<file path="src/rtl/trace_uart_streamer_pkg.sv">
// Shared types and constants for the commit-trace UART streamer.
// No logic of its own; pure declarations and two small combinational helpers.
// Helpers are side-effect free and carry no handshake.
package trace_uart_streamer_pkg;

    localparam logic [1:0] KIND_NONE  = 2'd0;
    localparam logic [1:0] KIND_REG   = 2'd1;
    localparam logic [1:0] KIND_STORE = 2'd2;
    localparam logic [1:0] KIND_LOAD  = 2'd3;

    localparam logic [7:0] SYNC_BYTE  = 8'hA5;

    typedef enum logic [1:0] {
        IDLE = 2'd0,
        LOAD = 2'd1,
        SEND = 2'd2,
        WAIT = 2'd3
    } state_t;

    // PC is kept in a separate, PC_W-wide store because its width is a module parameter.
    typedef struct packed {
        logic [1:0]  kind;
        logic [4:0]  rd;
        logic [31:0] inst;
        logic [31:0] data;
        logic [31:0] addr;
    } trace_rec_t;

    function automatic logic [7:0] kind_byte(input logic [1:0] kind, input logic [4:0] rd);
        return {kind, 1'b0, rd};
    endfunction

    // mode 0: everything, 1: architectural effects only, 2: stores only, 3: capture off
    function automatic logic pass_mode(input logic [1:0] mode, input logic [1:0] kind);
        logic ok;
        case (mode)
            2'd0:    ok = 1'b1;
            2'd1:    ok = (kind == KIND_REG) || (kind == KIND_LOAD) || (kind == KIND_STORE);
            2'd2:    ok = (kind == KIND_STORE);
            default: ok = 1'b0;
        endcase
        return ok;
    endfunction

endpackage

</file>
<file path="src/rtl/trace_uart_streamer_if.sv">
// Commit (retire) bus from the core into the trace streamer.
// Zero latency: plain wires, sampled by the consumer in the retire cycle.
// No backpressure: the core never stalls; the consumer drops what it cannot hold.
interface trace_uart_streamer_if #(parameter int PC_W = 16);

    logic            commit_valid;
    logic [1:0]      commit_kind;
    logic [PC_W-1:0] commit_pc;
    logic [31:0]     commit_inst;
    logic [4:0]      commit_rd;
    logic [31:0]     commit_data;
    logic [31:0]     commit_addr;

    modport master (
        output commit_valid, commit_kind, commit_pc, commit_inst,
               commit_rd, commit_data, commit_addr
    );

    modport slave (
        input  commit_valid, commit_kind, commit_pc, commit_inst,
               commit_rd, commit_data, commit_addr
    );

endinterface

</file>
<file path="src/rtl/uart_tx_byte.sv">
// 8N1 serial transmitter for one byte per start strobe, idle line high.
// Line goes low one cycle after start; frame is 10*CLKS_PER_BIT cycles, done in last stop cycle.
// start is ignored while busy; caller must wait for done (or !busy) before the next byte.
module uart_tx_byte #(
    parameter int CLKS_PER_BIT = 868
) (
    input  logic       CLK,
    input  logic       RSTN,
    input  logic       start,
    input  logic [7:0] data,
    output logic       tx,
    output logic       busy,
    output logic       done
);

    localparam int CW = (CLKS_PER_BIT > 1) ? $clog2(CLKS_PER_BIT) : 1;

    logic [CW-1:0] clk_cnt;
    logic [3:0]    bit_cnt;
    logic [8:0]    shreg;
    logic          bit_end;

    assign bit_end = (clk_cnt == CW'(CLKS_PER_BIT - 1));
    // Pulse during the final cycle of the stop bit so the next byte can follow with one cycle gap.
    assign done    = busy && bit_end && (bit_cnt == 4'd9);

    // Bit timer and shifter: bit_cnt 0 is the start bit, 1..8 data LSB first, 9 the stop bit.
    always_ff @(posedge CLK or negedge RSTN) begin
        if (!RSTN) begin
            tx      <= 1'b1;
            busy    <= 1'b0;
            clk_cnt <= '0;
            bit_cnt <= '0;
            shreg   <= '0;
        end else if (!busy) begin
            if (start) begin
                tx      <= 1'b0;
                busy    <= 1'b1;
                clk_cnt <= '0;
                bit_cnt <= '0;
                shreg   <= {1'b1, data};
            end
        end else if (bit_end) begin
            clk_cnt <= '0;
            if (bit_cnt == 4'd9) begin
                busy <= 1'b0;
                tx   <= 1'b1;
            end else begin
                bit_cnt <= bit_cnt + 1'b1;
                tx      <= shreg[0];
                shreg   <= {1'b1, shreg[8:1]};
            end
        end else begin
            clk_cnt <= clk_cnt + 1'b1;
        end
    end

endmodule

</file>
<file path="src/rtl/trace_uart_streamer.sv">
// Filters RV32I retire events, queues them and streams fixed-length binary records over UART.
// Start bit falls 3 cycles after a push into an empty idle unit; records back-to-back via one LOAD cycle.
// No backpressure to the core: commits arriving with the queue full are dropped and counted.
module trace_uart_streamer
    import trace_uart_streamer_pkg::*;
#(
    parameter int PC_W         = 16,
    parameter int DEPTH        = 16,
    parameter int CLKS_PER_BIT = 868,
    parameter int DROP_W       = 16
) (
    input  logic                  CLK,
    input  logic                  RSTN,
    trace_uart_streamer_if.slave  cif,
    input  logic [1:0]            mode,
    output logic                  uart_tx,
    output logic                  fifo_full,
    output logic [DROP_W-1:0]     drop_count
);

    localparam int AW    = $clog2(DEPTH);
    localparam int N     = 14 + PC_W / 8;
    localparam int SH_W  = 8 * N;
    localparam int IDX_W = 5;

    // ---------------- filter ----------------
    logic [1:0] eff_kind;
    logic       accept;

    // A register write to x0 has no architectural effect, so it is traced as NONE.
    always_comb begin
        eff_kind = cif.commit_kind;
        if (cif.commit_kind == KIND_REG && cif.commit_rd == 5'd0) begin
            eff_kind = KIND_NONE;
        end
        accept = cif.commit_valid && pass_mode(mode, eff_kind);
    end

    // ---------------- record queue ----------------
    trace_rec_t      mem    [DEPTH];
    logic [PC_W-1:0] mem_pc [DEPTH];
    logic [AW:0]     wr_ptr;
    logic [AW:0]     rd_ptr;
    logic            empty;
    logic            push;
    logic            pop;
    trace_rec_t      new_rec;
    trace_rec_t      head;
    logic [PC_W-1:0] head_pc;

    assign fifo_full = (wr_ptr[AW] != rd_ptr[AW]) && (wr_ptr[AW-1:0] == rd_ptr[AW-1:0]);
    assign empty     = (wr_ptr == rd_ptr);
    // A pop in the same cycle frees a slot, so a full queue can still take the new record.
    assign push      = accept && (!fifo_full || pop);

    assign new_rec = '{kind: eff_kind, rd: cif.commit_rd, inst: cif.commit_inst,
                       data: cif.commit_data, addr: cif.commit_addr};
    assign head    = mem[rd_ptr[AW-1:0]];
    assign head_pc = mem_pc[rd_ptr[AW-1:0]];

    // Storage is unreset: the pointers alone define what is valid.
    always_ff @(posedge CLK) begin
        if (push) begin
            mem[wr_ptr[AW-1:0]]    <= new_rec;
            mem_pc[wr_ptr[AW-1:0]] <= cif.commit_pc;
        end
    end

    // Pointer update with an extra wrap bit so all DEPTH slots are usable.
    always_ff @(posedge CLK or negedge RSTN) begin
        if (!RSTN) begin
            wr_ptr <= '0;
            rd_ptr <= '0;
        end else begin
            if (push) wr_ptr <= wr_ptr + 1'b1;
            if (pop)  rd_ptr <= rd_ptr + 1'b1;
        end
    end

    // Saturating count of records lost to a full queue.
    always_ff @(posedge CLK or negedge RSTN) begin
        if (!RSTN) begin
            drop_count <= '0;
        end else if (accept && fifo_full && !pop && (drop_count != {DROP_W{1'b1}})) begin
            drop_count <= drop_count + 1'b1;
        end
    end

    // ---------------- record FSM ----------------
    state_t           state;
    state_t           next_state;
    logic [IDX_W-1:0] idx;
    logic [SH_W-1:0]  shreg;
    logic             uart_start;
    logic             tx_busy;
    logic             tx_done;

    // Next state and strobes; the queue is popped only in LOAD.
    always_comb begin
        next_state = state;
        pop        = 1'b0;
        uart_start = 1'b0;
        case (state)
            IDLE: if (!empty) next_state = LOAD;
            LOAD: begin
                pop        = 1'b1;
                next_state = SEND;
            end
            SEND: if (!tx_busy) begin
                uart_start = 1'b1;
                next_state = WAIT;
            end
            WAIT: if (tx_done) begin
                next_state = (idx == IDX_W'(N - 1)) ? IDLE : SEND;
            end
            default: next_state = IDLE;
        endcase
    end

    // State register plus the byte shifter: byte 0 of the record sits in shreg[7:0].
    always_ff @(posedge CLK or negedge RSTN) begin
        if (!RSTN) begin
            state <= IDLE;
            idx   <= '0;
            shreg <= '0;
        end else begin
            state <= next_state;
            if (state == LOAD) begin
                shreg <= {head.addr, head.data, head.inst, head_pc,
                          kind_byte(head.kind, head.rd), SYNC_BYTE};
                idx   <= '0;
            end else if (state == WAIT && tx_done) begin
                shreg <= shreg >> 8;
                idx   <= idx + 1'b1;
            end
        end
    end

    uart_tx_byte #(
        .CLKS_PER_BIT (CLKS_PER_BIT)
    ) u_uart (
        .CLK   (CLK),
        .RSTN  (RSTN),
        .start (uart_start),
        .data  (shreg[7:0]),
        .tx    (uart_tx),
        .busy  (tx_busy),
        .done  (tx_done)
    );

endmodule

</file>
<file path="src/flat_wrapper.sv">
// flat-port wrapper written by rule: the top's interface ports become plain ports
module trace_uart_streamer_flat import trace_uart_streamer_pkg::*;
#(
    parameter int PC_W         = 16,
    parameter int DEPTH        = 16,
    parameter int CLKS_PER_BIT = 868,
    parameter int DROP_W       = 16
)
  (CLK, RSTN, mode, uart_tx, fifo_full, drop_count, cif_commit_valid, cif_commit_kind, cif_commit_pc, cif_commit_inst, cif_commit_rd, cif_commit_data, cif_commit_addr);
  trace_uart_streamer_if #(.PC_W(PC_W)) cif_i ();
  input  logic CLK;
  input  logic RSTN;
  input  logic [1:0] mode;
  output logic uart_tx;
  output logic fifo_full;
  output logic [DROP_W-1:0] drop_count;
  input wire logic [$bits(cif_i.commit_valid)-1:0] cif_commit_valid;
  input wire logic [$bits(cif_i.commit_kind)-1:0] cif_commit_kind;
  input wire logic [$bits(cif_i.commit_pc)-1:0] cif_commit_pc;
  input wire logic [$bits(cif_i.commit_inst)-1:0] cif_commit_inst;
  input wire logic [$bits(cif_i.commit_rd)-1:0] cif_commit_rd;
  input wire logic [$bits(cif_i.commit_data)-1:0] cif_commit_data;
  input wire logic [$bits(cif_i.commit_addr)-1:0] cif_commit_addr;
  assign cif_i.commit_valid = cif_commit_valid;
  assign cif_i.commit_kind = cif_commit_kind;
  assign cif_i.commit_pc = cif_commit_pc;
  assign cif_i.commit_inst = cif_commit_inst;
  assign cif_i.commit_rd = cif_commit_rd;
  assign cif_i.commit_data = cif_commit_data;
  assign cif_i.commit_addr = cif_commit_addr;
  trace_uart_streamer #(.PC_W(PC_W), .DEPTH(DEPTH), .CLKS_PER_BIT(CLKS_PER_BIT), .DROP_W(DROP_W)) u_core (.CLK(CLK), .RSTN(RSTN), .cif(cif_i), .mode(mode), .uart_tx(uart_tx), .fifo_full(fifo_full), .drop_count(drop_count));
endmodule
</file>
<file path="config.mk">
export PLATFORM = sky130hd
export DESIGN_NAME = trace_uart_streamer_flat
export DESIGN_NICKNAME = d
export VERILOG_FILES = /design/src/rtl/trace_uart_streamer_pkg.sv /design/src/rtl/trace_uart_streamer_if.sv /design/src/rtl/uart_tx_byte.sv /design/src/rtl/trace_uart_streamer.sv /design/src/flat_wrapper.sv
export SDC_FILE = /design/constraint.sdc
export NUM_CORES = 2
export LEC_CHECK = 0
export ABC_AREA = 1
export CORE_MARGIN = 10
export CORE_UTILIZATION = 45
export DETAILED_ROUTE_END_ITERATION = 8
export GPL_TIMING_DRIVEN = 0
export HOLD_SLACK_MARGIN = 0.15
export SLEW_MARGIN = 40
export SYNTH_ARGS = -nofsm -noshare
export SYNTH_HDL_FRONTEND = slang
export SYNTH_SLANG_ARGS = --single-unit
</file>
<file path="constraint.sdc">
create_clock -name CLK -period 9.1 [get_ports CLK]
set_input_delay 1.82 -clock CLK [delete_from_list [all_inputs] [get_ports CLK]]
set_output_delay 1.82 -clock CLK [all_outputs]
set_load 0.1 [all_outputs]
</file>
Yosys cells after proc, flatten, opt, wreduce, memory -nomap -nowiden
Memory sizes are Yosys's and may differ from the RTL's.
Index checks and enable logic that the tools add are counted.
{"block": "word_totals", "input_bits": 124, "out_inout_bits": 18, "ram_bits": 1904, "mem_count": 2, "word_cells": 98, "reg_bits": 186}
{"block": "op_classes", "n_eq_ne": 21, "add_sub_neg": 6, "reduce_logical": 23, "n_mux": 35}
{"memory": "u_core.mem", "words": 16, "word_bits": 103, "rd": 1, "rd_clocked_by_memory_dff": 0, "write_ports": 1, "line_no": "trace_uart_streamer.sv:40", "source": "trace_rec_t mem [DEPTH];"}
{"memory": "u_core.mem_pc", "words": 16, "word_bits": 16, "rd": 1, "rd_clocked_by_memory_dff": 0, "write_ports": 1, "line_no": "trace_uart_streamer.sv:41", "source": "logic [PC_W-1:0] mem_pc [DEPTH];"}
{"cell": "2-to-1 mux 128 bit", "count": 2}
{"cell": "2-to-1 mux 9 bit", "count": 4}
{"cell": "2-to-1 mux 10 bit", "count": 3}
{"cell": "adder 16 x 1 -> 16 bit (second input constant)", "count": 1}
{"cell": "2-to-1 mux 4 bit", "count": 4}
{"cell": "inequality test 16 bit (second input constant)", "count": 1}
{"cell": "adder 5 x 1 -> 5 bit (second input constant)", "count": 3}
{"cell": "2-to-1 mux 1 bit", "count": 13}
{"cell": "adder 10 x 1 -> 10 bit (second input constant)", "count": 1}
{"cell": "equality test 10 bit (second input constant)", "count": 1}
{"cell": "equality test 2 bit (second input constant)", "count": 5}
{"cell": "logical AND 1 bit", "count": 10}
{"cell": "2-to-1 mux 2 bit", "count": 5}
{"cell": "2-to-1 mux 5 bit", "count": 2}
{"cell": "equality test 2 x 1 -> 1 bit (second input constant)", "count": 4}
{"cell": "one-hot mux 2 bit (4 select lines)", "count": 1}
{"cell": "inequality test 2 bit (second input constant)", "count": 3}
{"cell": "AND reduction 3 bit", "count": 2}
{"cell": "equality test 5 x 4 -> 1 bit (second input constant)", "count": 1}
{"cell": "equality test 5 bit", "count": 1}
{"cell": "logical NOT 5 bit", "count": 1}
{"cell": "adder 4 x 1 -> 4 bit (second input constant)", "count": 1}
{"cell": "equality test 4 bit", "count": 1}
{"cell": "equality test 4 bit (second input constant)", "count": 1}
{"cell": "8 further kinds", "count": 14}

Longest topological paths before layout
{"block": "depth", "ltp_word": 11, "mapped_depth": 12, "depth_no_buf": 10}

Cells and area by module
Synthesis repeated with hierarchy kept, for this count alone.
{"block": "unflattened", "cells_unflattened": 6998, "area_unflattened_um2": 84009.3}
{"mod": "trace_uart_streamer", "cells_per_inst": 6806, "instances": 1, "area_per_inst_um2": 82475.4, "seq_area_each_um2": 61203.7}
{"mod": "uart_tx_byte", "cells_per_inst": 192, "instances": 1, "area_per_inst_um2": 1534.0, "seq_area_each_um2": 626.9}

Worst setup path before layout
OpenSTA, ideal clock, no wires.
{"block": "synth_timing", "path_kind": "input-to-reg", "from": "input port cif_commit_rd[3]", "to": "memory u_core.mem[2][0] in the netlist's numbering (enable)", "n_path_buf": 1, "arrival_ns": 10.690, "setup_ns": 0.743, "stages": 8, "t_required_ns": 8.357, "slack_ns": -2.334, "path_cell_list": "nor2_1 > nand3_1 > nand2_1 > a21oi_1 > nor2_1 > nand2_1 > buf_2 > nor3_1"}
{"block": "synth_via", "elab_chain_len": 11, "word_cells_on_any_way": 13, "classes_between": "eq/ne: 3; mux: 4; reduce/logical: 6"}
{"item": "from (decl)", "line_no": "flat_wrapper.sv:21", "source": "input wire logic [$bits(cif_i.commit_rd)-1:0] cif_commit_rd;"}
{"item": "logical NOT 5 bit (*)", "line_no": "trace_uart_streamer.sv:33", "source": "if (cif.commit_kind == KIND_REG && cif.commit_rd == 5'd0) begin"}
{"item": "logical AND 1 bit (*)", "line_no": "trace_uart_streamer.sv:33"}
{"item": "2-to-1 mux 2 bit (*)", "line_no": "trace_uart_streamer.sv:33"}
{"item": "equality test 2 x 1 -> 1 bit or equality test 2 bit (tied branches)", "line_no": "trace_uart_streamer_pkg.sv:38", "source": "2'd1: ok = (kind == KIND_REG) || (kind == KIND_LOAD) || (kind == KIND_STORE);"}
{"item": "logical OR 1 bit (2 in series)", "line_no": "trace_uart_streamer_pkg.sv:38"}
{"item": "one-hot mux 1 bit (3 select lines) (*)", "line_no": "trace_uart_streamer_pkg.sv:36", "source": "case (mode)"}
{"item": "logical AND 1 bit (*)", "line_no": "trace_uart_streamer.sv:36", "source": "accept = cif.commit_valid && pass_mode(mode, eff_kind);"}
{"item": "logical AND 1 bit (*)", "line_no": "trace_uart_streamer.sv:54", "source": "assign push = accept && (!fifo_full || pop);"}
{"item": "2-to-1 mux 1 bit (*)", "line_no": "trace_uart_streamer.sv:63", "source": "if (push) begin"}
{"item": "2-to-1 mux 1 bit (not written as such) (*)", "line_no": "trace_uart_streamer.sv:64", "source": "mem[wr_ptr[AW-1:0]] <= new_rec;"}
{"item": "to (decl)", "line_no": "trace_uart_streamer.sv:40"}
Mark *: on every way between the ends. The rest lies on a longest branch, timed or not.

Final worst setup path
{"block": "layout_timing", "from": "input port cif_commit_rd[4]", "to": "memory u_core.mem[0][58] in the netlist's numbering (enable)"}
The elaborated chain is that of the path after synthesis.

==> metrics.cfg <==
[status]
status = finished clean

[timing]
fin_skew_ns = 0.0453
fin_tns_setup_ns = 0
worst_pin_slew_ns = 0.910
timing.fmax_mhz = 166
rsz0062_at_grt = false
period_share_pct = 66.3
setup_viol = 0
hold_violations = 0
fin_crit_ns = 6.03
relSlewSlack_pct = 39.3
drv_slew = 0

[worst_setup_path]
start_kind = primary input
cp_top_family = buffers and inverters
worstPathArrival_ns = 6.62
required_ns = 9.69
crit_top_cell = buf_4
cpMaxStageDelayCell = clkdlybuf4s50_1
crit_chain = clkdlybuf4s50_1, nor2_1, nand3_1, nand2_1, a21oi_1, nor2_4, buf_8, nand2_1, buf_4, nor3_2, buf_2, buf_2, buf_4, buf_4, buf_4, buf_4, buf_4, buf_2
cp_num_buf_inv = 11
worstSetupPathType = in -> reg
worstPathMaxFanout = 17
cp-end-kind = register
critPathMaxStageDelay_ns = 0.82

[synth]
synth-edff-count = 1904
synthesis.nets = 7480
ys_seq_elements = 2090
synthTopCellsByArea = edfxtp_1 (68%), nor2_1 (6.5%), nand2_1 (6.3%), nand3_1 (5.6%), dfrtp_1 (5.5%)
syn_avg_cell_area_um2 = 11.5
synthesis.area_um2 = 84500
synth_cells = 7345
ys_warn_count = 0
synth-main-ff-cell = edfxtp_1
yosysSeqAreaShare_pct = 73.1
synth_top_cell_by_area = edfxtp_1
ys_types = 35
synth-async-reset-ratio_pct = 8.90
synth_top_area_share_pct = 67.6

[finish]
fin_nets = 8248
syn2layout_area_growth_pct = 17.5
drive_gt1_share_pct = 12.6
final_util_pct = 53.1

[global_route]
grt_max_degree = 73
grt_pass1_vias = 57000
antenna_found_initial = 26
grt_pass1_wl_um = 390000
track_usage_pct = 25.7
grt_overflow_total = 0

[clock_tree]
cts_sinks = 2090
htreeDepth = 4
cts_tree = done
clk_pin_slew_ns = 0.06
cts_setup_buffers = 0
clk_path_buf_depth = 3
cts_buffers = 214
cts_hold_buffers = 0
cts_resized = 0
cts_root_buf = clkbuf_16
clk_latency_ns = 0.88

[floorplan]
placementRows = 159
die_width_um = 453
start_util_pct = 45.2
dieArea_um2 = 206000
die_height_um = 453
io_pins = 142
core_um2 = 187000

[placement]
gp_congestion = 0.838
dp_hpwl_um = 190000
port_buffers = 141

[detailed_routing]
drtIter0Drc = 7513
firstDrtPassIters = 8
routed_wl_um = 271000
drtAntennaViolNets = 0
routed_via_density = 5.55
avgRoutedWirePerCell_um = 25.1
drc = 0
num_vias = 60000

[job]
cap_violations = 0

[power]
power.leakage_nw = 36.8
ir_drop_mv = 0.206
power.density_nw_per_um2 = 298

[worst_hold_path]
hold_class = reg -> reg

==> path summary, 6_finish.rpt <==
path	slack [ns]	cells past startpoint	startpoint	end
max reg2reg	4.82	19	u_core.rd_ptr[0]	u_core.mem[0][58]
max	3.07	18	cif_commit_rd[4]	u_core.mem[0][58]
max in group asynchronous	7.08	4	RSTN	u_core.shreg[25]
min	0.48	1	u_core.u_uart.shreg[8]	u_core.u_uart.shreg[8]
min reg2reg	0.48	1	u_core.u_uart.shreg[8]	u_core.u_uart.shreg[8]
min in group asynchronous	0.77	1	RSTN	u_core.drop_count[12]
==> cells by family (layout without fill, tap and decap cells) <==
logic type	after synthesis	after routing	share of synthesized area [%]
flops	2090	2090	73.1
buf+inv	537	1492	2.74
compound gates	796	796	4.83
simple gates	3886	3886	18.9
mux	1	1	0.0118
other cells	0	15	0
xor+xnor	24	24	0.249
fa+ha+maj	11	11	0.163
==> cells in the final DEF, fill, tap and decap left out, types with 5 or more instances in the layout <==
cell type and instances:
edfxtp_1 1904, nor2_1 1457, nand2_1 1429, nand3_1 938, o21ai_0 687, buf_2 381, buf_4 246, clkbuf_1 226
clkbuf_16 217, dfrtp_1 185, clkdlybuf4s50_1 121, inv_1 62, o21ai_1 59, clkinv_1 42, clkinv_2 41, o211ai_1 32
buf_1 24, clkbuf_2 23, nand4_1 22, bufinv_16 21, xor2_1 17, diode_2 15, nor3_2 15, buf_16 15
inv_2 12, buf_6 12, ha_1 11, nor3_1 9, clkinvlp_4 9, buf_8 9, o22ai_1 8, clkbuf_4 7
xnor2_1 7, a21oi_1 6, clkinv_8 5
==> per-stage QoR <==
| step | setup WS, ns | std cells | instance area (um^2) | hold WS (ns) | total power [mW] |
|---|---|---|---|---|---|
| floorplan | -2.33 | 7345 | 84500 | 0.440 | 16.8 |
| global placement | -16.04 | 9981 | 89100 | 0.455 | 20.7 |
| detailed placement | 2.39 | 10400 | 92300 | 0.461 | 20.8 |
| CTS | 3.32 | 10800 | 99300 | 0.476 | 29.6 |
| global route | 3.03 | 10800 | 99300 | 0.488 | 30.9 |
| finish | 3.07 | 10800 | 99300 | 0.477 | 29.6 |
==> cell usage after synthesis, drive strengths merged (2+ instances only) <==
library cell / instances
o211ai: 32
ha: 11
nand2: 1430
o22ai: 8
nor3: 24
nor2: 1465
xor2: 17
nand4: 23
buf: 259
nand3: 941
or2: 2
a21oi: 6
dfrtp: 185
xnor2: 7
inv: 74
clkbuf: 204
a31oi: 2
edfxtp: 1904
o21ai: 746
==> layer usage <==
metal  part of all wire, %  track usage, %
met5                 0.026               0
met3                   9.1            5.27
met2                    47            41.1
met4                   3.9            9.95
met1                    40            34.5
==> state kept, by name, summed over array words and instances (netlist names) <==
register / count
u_core.mem_pc: 256
u_core.state: 2
u_core.u_uart.shreg: 9
u_core.u_uart.tx: 1
u_core.idx: 5
u_core.mem: 1648
u_core.wr_ptr: 5
u_core.shreg: 128
u_core.u_uart.bit_cnt: 4
u_core.rd_ptr: 5
u_core.u_uart.clk_cnt: 10
u_core.drop_count: 16
u_core.u_uart.busy: 1
==> layout make-up <==
type                       count  area, um^2
fill                       15900       87900
sequential                  2090       61800
multi-input combinational   4718       20500
clock buffer                 271        5650
timing repair buffer         552        4510
tap                         2495        3120
buffer                       463        2110
clock inverter               132        1330
inverter                      74         278
antenna                       15        37.5
==> report_power, final <==
part / switching (mW) / internal [mW]
registers: 0.310 / 11.2
logic: 6.81 / 2.46
clock network: 3.82 / 5.01
total: 10.9 / 18.7
No activity file was read; power rests on OpenSTA's default activity.
